[src/rtl/ahb_mtx_arb_param.sv]
// Output-stage arbiter for one AHB matrix slave port; holds grant over fixed bursts.
// Define AHB_ARB_ROUND_ROBIN_EN for round-robin instead of fixed priority.
module ahb_mtx_arb_param #(
   parameter int                   NUM_PORTS = 8,
   parameter int                   PORT_W    = 3,
   parameter logic [NUM_PORTS-1:0] PORT_MASK = {NUM_PORTS{1'b1}}
) (
   input  logic                 HCLK,
   input  logic                 HRESETn,
   input  logic [NUM_PORTS-1:0] req_port,
   input  logic                 HREADYM,
   input  logic                 HSELM,
   input  logic [1:0]           HTRANSM,
   input  logic [2:0]           HBURSTM,
   input  logic                 HMASTLOCKM,
   output logic [PORT_W-1:0]    addr_in_port,
   output logic                 no_port,
   output logic                 burst_hold
);

   localparam logic [1:0] T_IDLE = 2'b00;
   localparam logic [1:0] T_BUSY = 2'b01;
   localparam logic [1:0] T_NSEQ = 2'b10;
   localparam logic [1:0] T_SEQ  = 2'b11;

   logic [NUM_PORTS-1:0] eff_req;
   logic [PORT_W-1:0]    pick;
   logic [PORT_W-1:0]    port_nxt;
   logic                 no_port_nxt;
   logic [3:0]           beat_cnt;
   logic [3:0]           beat_nxt;

`ifdef AHB_ARB_ROUND_ROBIN_EN
   logic [PORT_W-1:0]    rr_ptr;
`endif

   // Masked requests, including the port still driving an active transfer.
   always_comb begin
      eff_req = '0;
      for (int i = 0; i < NUM_PORTS; i++) begin
         eff_req[i] = PORT_MASK[i] &
                      (req_port[i] |
                       ((addr_in_port == PORT_W'(i)) & HSELM &
                        (HTRANSM != T_IDLE)));
      end
   end

`ifdef AHB_ARB_ROUND_ROBIN_EN
   // Round-robin search starting just after the last granted port.
   always_comb begin
      logic found;
      int   idx;
      pick  = addr_in_port;
      found = 1'b0;
      for (int k = 1; k <= NUM_PORTS; k++) begin
         idx = int'(rr_ptr) + k;
         if (idx >= NUM_PORTS) idx = idx - NUM_PORTS;
         if (!found && eff_req[idx]) begin
            pick  = PORT_W'(idx);
            found = 1'b1;
         end
      end
   end
`else
   // Fixed priority: lowest index wins.
   always_comb begin
      pick = addr_in_port;
      for (int i = NUM_PORTS - 1; i >= 0; i--) begin
         if (eff_req[i]) pick = PORT_W'(i);
      end
   end
`endif

   // Next grant: lock, then burst hold, then new request, then park.
   always_comb begin
      port_nxt    = addr_in_port;
      no_port_nxt = no_port;
      if (HMASTLOCKM) begin
         no_port_nxt = 1'b0;
      end else if (beat_cnt != 4'd0) begin
         no_port_nxt = 1'b0;
      end else if (|eff_req) begin
         port_nxt    = pick;
         no_port_nxt = 1'b0;
      end else if (!HSELM) begin
         no_port_nxt = 1'b1;
      end
   end

   // Remaining beats of a fixed-length burst.
   always_comb begin
      beat_nxt = beat_cnt;
      if (!HSELM) begin
         beat_nxt = 4'd0;
      end else begin
         case (HTRANSM)
            T_IDLE: beat_nxt = 4'd0;
            T_BUSY: beat_nxt = beat_cnt;
            T_SEQ:  beat_nxt = (beat_cnt != 4'd0) ? beat_cnt - 4'd1 : 4'd0;
            T_NSEQ: begin
               case (HBURSTM)
                  3'b010, 3'b011: beat_nxt = 4'd3;
                  3'b100, 3'b101: beat_nxt = 4'd7;
                  3'b110, 3'b111: beat_nxt = 4'd15;
                  default:        beat_nxt = 4'd0;
               endcase
            end
            default: beat_nxt = beat_cnt;
         endcase
      end
   end

   // Grant and beat counter registers, advanced only on ready cycles.
   always_ff @(posedge HCLK or negedge HRESETn) begin
      if (!HRESETn) begin
         addr_in_port <= '0;
         no_port      <= 1'b1;
         beat_cnt     <= 4'd0;
      end else if (HREADYM) begin
         addr_in_port <= port_nxt;
         no_port      <= no_port_nxt;
         beat_cnt     <= beat_nxt;
      end
   end

`ifdef AHB_ARB_ROUND_ROBIN_EN
   // Remember the last port granted or starting a new burst.
   always_ff @(posedge HCLK or negedge HRESETn) begin
      if (!HRESETn) begin
         rr_ptr <= '0;
      end else if (HREADYM &&
                   ((port_nxt != addr_in_port) ||
                    (HSELM && HTRANSM == T_NSEQ))) begin
         rr_ptr <= port_nxt;
      end
   end
`endif

   assign burst_hold = (beat_cnt != 4'd0);

endmodule

[config.mk]
export PLATFORM = sky130hd
export DESIGN_NAME = ahb_mtx_arb_param
export DESIGN_NICKNAME = d
export VERILOG_FILES = /design/src/rtl/ahb_mtx_arb_param.sv
export SDC_FILE = /design/constraint.sdc
export NUM_CORES = 1
export LEC_CHECK = 0
export CAP_MARGIN = 20
export CORE_MARGIN = 3
export CORE_UTILIZATION = 41
export DETAILED_ROUTE_END_ITERATION = 12
export PLACE_DENSITY = 0.76
export SYNTH_ARGS = -nofsm -noshare
export SYNTH_HDL_FRONTEND = slang
export SYNTH_SLANG_ARGS = --single-unit
[constraint.sdc]
create_clock -name HCLK -period 2.2 [get_ports HCLK]
set_clock_uncertainty 0.05 [all_clocks]
set_input_delay 0.44 -clock HCLK [delete_from_list [all_inputs] [get_ports HCLK]]
set_output_delay 0.44 -clock HCLK [all_outputs]
set_load 0.01 [all_outputs]
# == Word level (Yosys, flattened, before mapping) ==
# Cells that the tools add are included.
# word_totals
output_inout_bits,5
in_bits,18
regBits,8
wordCells,76
# classes
n_eq_ne,18
addsub,1
n_bitwise,26
mux,16
reduce_logical,12
# op_table
operator,n
$eq A3 B3 Y1 const B,8
$mux W3,8
$pmux W4 S3,2
$and A1 B1 Y1,16
$eq A3 B2 Y1 const B,4
$mux W4,2
$or A1 B1 Y1,8
$reduce_bool A8 Y1,1
$reduce_or A8 Y1,1
$reduce_or A2 Y1,3
$reduce_and A5 Y1,1
$eq A2 B2 Y1 const B,2
$mux W1,4
$ne A4 B1 Y1 const B,1
$reduce_and A2 Y1,2
$reduce_bool A4 Y1,1
$sub A4 B1 Y4 const B,1
$eq A3 B1 Y1 const B,1
$logic_not A3 Y1,1
$eq A2 B1 Y1 const B,1
$logic_not A2 Y1,1
$ne A2 B2 Y1 const B,1
$not A1 Y1,2
$reduce_bool A2 Y1,1

# == Logic depth before layout (Yosys ltp) ==
# logic_depth
ltp_word,12
depth_mapped,6
ltp_nobuf,5

# == Worst setup path after synthesis ==
# OpenSTA, ideal clock, no wires.
# synth_path
path_kind,register to register
from,register beat_cnt[1]
to,register addr_in_port[0]
stages_incl_launch_ff,7
path_buffers,1
t_arrival_ns,1.538
required_ns,2.027
setup_ns,0.123
slack_ns,0.488
synth_period_minus_slack_ns,1.712
path_cell_list,dfrtp_1 -> or4_4 -> buf_6 -> nor2_4 -> and3_1 -> o21a_1 -> a21oi_2
# synth_via
elab_chain_len,3
# synth_lines
item,line_no,source
start: declaration,30,logic [3:0] beat_cnt;
start signal: assignment,122,beat_cnt <= beat_nxt;
$reduce_bool A4 Y1,--,
net burst_hold,18,output logic burst_hold
$not A1 Y1 (no line),--,
$reduce_and A5 Y1 (no line),--,
end signal: assignment,120,addr_in_port <= port_nxt;
end: declaration,16,"output logic [PORT_W-1:0] addr_in_port,"
# The timed path passes the listed nets, and every way through them passes these cells.
# A chain may end at the register's enable or synchronous reset.

# == Worst setup path in the final report ==
# layout_path
from,register beat_cnt[1]
to,output port burst_hold
# layout_via
elab_chain_len,1
# layout_lines
item,line_no,source
$reduce_bool A4 Y1,139,assign burst_hold = (beat_cnt != 4'd0);
end: declaration,18,
# No other way between the ends.

==> run_results.csv <==
group,metric,value,unit
outcome,status,"finished, final reports clean",
placement,dp_hpwl,1250,µm
layout,area_delta_synth_final,47.7,%
floorplan,rows,13,
critical_path,worstPathRequired,1710,ps
detailed_routing,vias,669,
clocking,cts_buffers,3,
synth,synth_area_per_cell,7.95,µm²
floorplan,initial_core_util,44.6,%
pwr,vdd_drop_max,0.324,mV
clocking,cts_root_buf,"clkbuf_4",
floorplan,fp.dieH,43.9,µm
sta,tightest_slew,378,ps
sta,tns,0,ps
sta,finalCritPeriodShare,95.9,%
synth,yosys_most_used_dff,"dfrtp_1",
critical_path,reg2reg_setup_slack,440,ps
global_route,antenna_found_initial,0,
detailed_routing,route.detailed.drc,0,
floorplan,fp.dieW,43.9,µm
clocking,clock-sinks,8,
critical_path,cp_top_family,"simple AND/OR/NAND/NOR gates",
clocking,path_clk_slew,60,ps
sta,hold_viol,0,
detailed_routing,dr.pass1.iters,4,
pwr,p_leak,0.358,nW
detailed_routing,detail-route-antenna-nets,0,
sta,final_period_minus_worst_setup_slack,2110,ps
sta,setup_viol,0,
layout,drive_gt1_share,12.6,%
synth,synth_cell_types,31,
placement,pre_cts_ws,89.1,ps
critical_path,timing.critical_path.buf_inv,1,
detailed_routing,drt_iter0_markers,6,
clocking,ctsHoldBuffers,0,
clocking,htreeDepth,1,
synth,post-synth-top-count-cell,"nand2_1",
placement,placed_cells,114,
synth,synthesis.area,588,µm²
floorplan,die-area,0.00192,mm²
critical_path,startpoint_type,"flip-flop",
global_route,grt_pass1_vias,583,
synth,synth_common_cells,"nand2_1, nor2_1, dfrtp_1, o21ai_0",
sta,maxSlewHeadroom,74.6,%
job,drv_cap,0,
sta,setup_slack,91.0,ps
sta,rsz0062_at_grt,"no",
synth,synth_warnings,0,
detailed_routing,postRouteWirelength,1570,µm
global_route,grt_overflow,0,
sta,max_freq,0.474,GHz
layout,instances_no_fill,118,
critical_path,crit_chain,"or4_4 > dlygate4sd2_1",
synth,async_flop_share,100,%
min_path,hp-class,"in -> async",
global_route,grt_pass1_wl,2530,µm
global_route,grt_max_degree,9,
synth,synth_top_cell_by_area,"dfrtp_1",
critical_path,crit_path_max_incr_delay,620,ps
floorplan,io_pins,23,
layout,antennaDiodeCount,0,
clocking,postCtsSetupBuffers,0,
clocking,clk_latency,270,ps
synth,synth_area_leaders,"dfrtp_1, nand2_1, o21ai_0",
global_route,grtUsageTotal,17.9,%
layout,nNetsFinal,122,
clocking,cts_buffer_depth,2,
critical_path,crit_slowest_cell,"or4_4",
synth,seq_area_frac_synth,34.3,%
placement,gp_congestion,0.791,
clocking,cts_tree,"done",
synth,syn-num-nets,92,
floorplan,core_area,0.00132,mm²
synth,synth-edff-count,0,
critical_path,crit_type,"reg -> out",
clocking,cts_resized,1,
placement,io_buffers,21,
synth,ys_ff_latch,8,
synth,yosysTopAreaCellShare,29.8,%
critical_path,cp.arrival,1620,ps
detailed_routing,viasPerCell,5.67,
critical_path,crit_path_end_kind,"output pin",
pwr,p_per_area,569,mW/mm²
sta,drv_slew,0,
detailed_routing,wire_per_inst,13.3,µm
critical_path,crit_fanout,6,
layout,fin_util,65.9,%
synth,syn-instance-count,74,
## kinds of logic (layout without fill, tap and decap cells)
kind of cell / count (synthesis) / count (layout) / synth area share (%)
DFF: 8 / 8 / 34.3
AOI/OAI and AO/OA: 25 / 25 / 27.9
buffers and inverters: 3 / 32 / 3.19
and+or+nand+nor: 37 / 37 / 33.0
muxes: 1 / 1 / 1.70
## cells in the final DEF, fill, tap and decap left out
| master | n |
|---|---|
| or4_4 | 1 |
| nand2b_1 | 1 |
| mux2i_1 | 1 |
| a211oi_1 | 1 |
| nor2_1 | 8 |
| buf_4 | 5 |
| o32a_1 | 1 |
| nor4_1 | 4 |
| nor2b_1 | 3 |
| a21oi_1 | 4 |
| a21oi_2 | 1 |
| dfstp_2 | 1 |
| or3_1 | 1 |
| dlygate4sd2_1 | 1 |
| a31oi_1 | 1 |
| and3_1 | 3 |
| clkbuf_1 | 1 |
| nand3b_1 | 1 |
| nor3_1 | 1 |
| dfrtp_1 | 7 |
| o21ai_0 | 7 |
| nand2_1 | 10 |
| a22o_2 | 1 |
| clkbuf_4 | 3 |
| o22ai_1 | 1 |
| nor2_4 | 1 |
| clkdlybuf4s50_1 | 20 |
| a2111oi_0 | 1 |
| a22o_1 | 1 |
| o21ai_1 | 2 |
| a32o_1 | 1 |
| nand4_1 | 1 |
| nand3_1 | 2 |
| o21a_1 | 3 |
| inv_1 | 2 |
## routing by layer
metal	wire, µm	GRT usage, %	vias up
met5	0	0	-
met4	40	12.7	0
met3	83	3.32	5
met2	697	24.7	16
met1	750	24.8	310
li1	-	-	338
## per-stage QoR
step           total power, mW  hold slack (ps)  cell area (µm²)
3_5_place_dp             0.373              458              843
3_3_place_gp             0.368              464              843
6_report                 0.494              386              868
2_1_floorplan            0.278             94.4              588
4_1_cts                  0.499              391              868
5_1_grt                  0.522              403              868
## where the power goes
| group | internal [mW] | switching (mW) |
|---|---|---|
| combinational | 0.0980 | 0.0792 |
| sequential | 0.167 | 0.0258 |
| clock | 0.0697 | 0.0551 |
| total | 0.334 | 0.160 |
## worst paths after layout
check	from	to	cells past startpoint
hold / removal	HRESETn	addr_in_port[0]	1
min in group HCLK	no_port	no_port	2
hold reg to reg	no_port	no_port	2
max in group asynchronous	HRESETn	no_port	1
setup / recovery	beat_cnt[1]	burst_hold	2
setup reg to reg	beat_cnt[1]	addr_in_port[0]	5
## state kept, by name (all words and copies together) (netlist names)
register,cells
beat_cnt,4
addr_in_port,3
no_port,1
## cell type report
type                       instances  area [µm²]
timing repair buffer              26         246
fill                             127         449
sequential                         8         201
tap                               15        18.8
multi-input combinational         63         368
clock buffer                       4        26.3
inverter                           2        7.51
(Power assumes the default switching activity.)
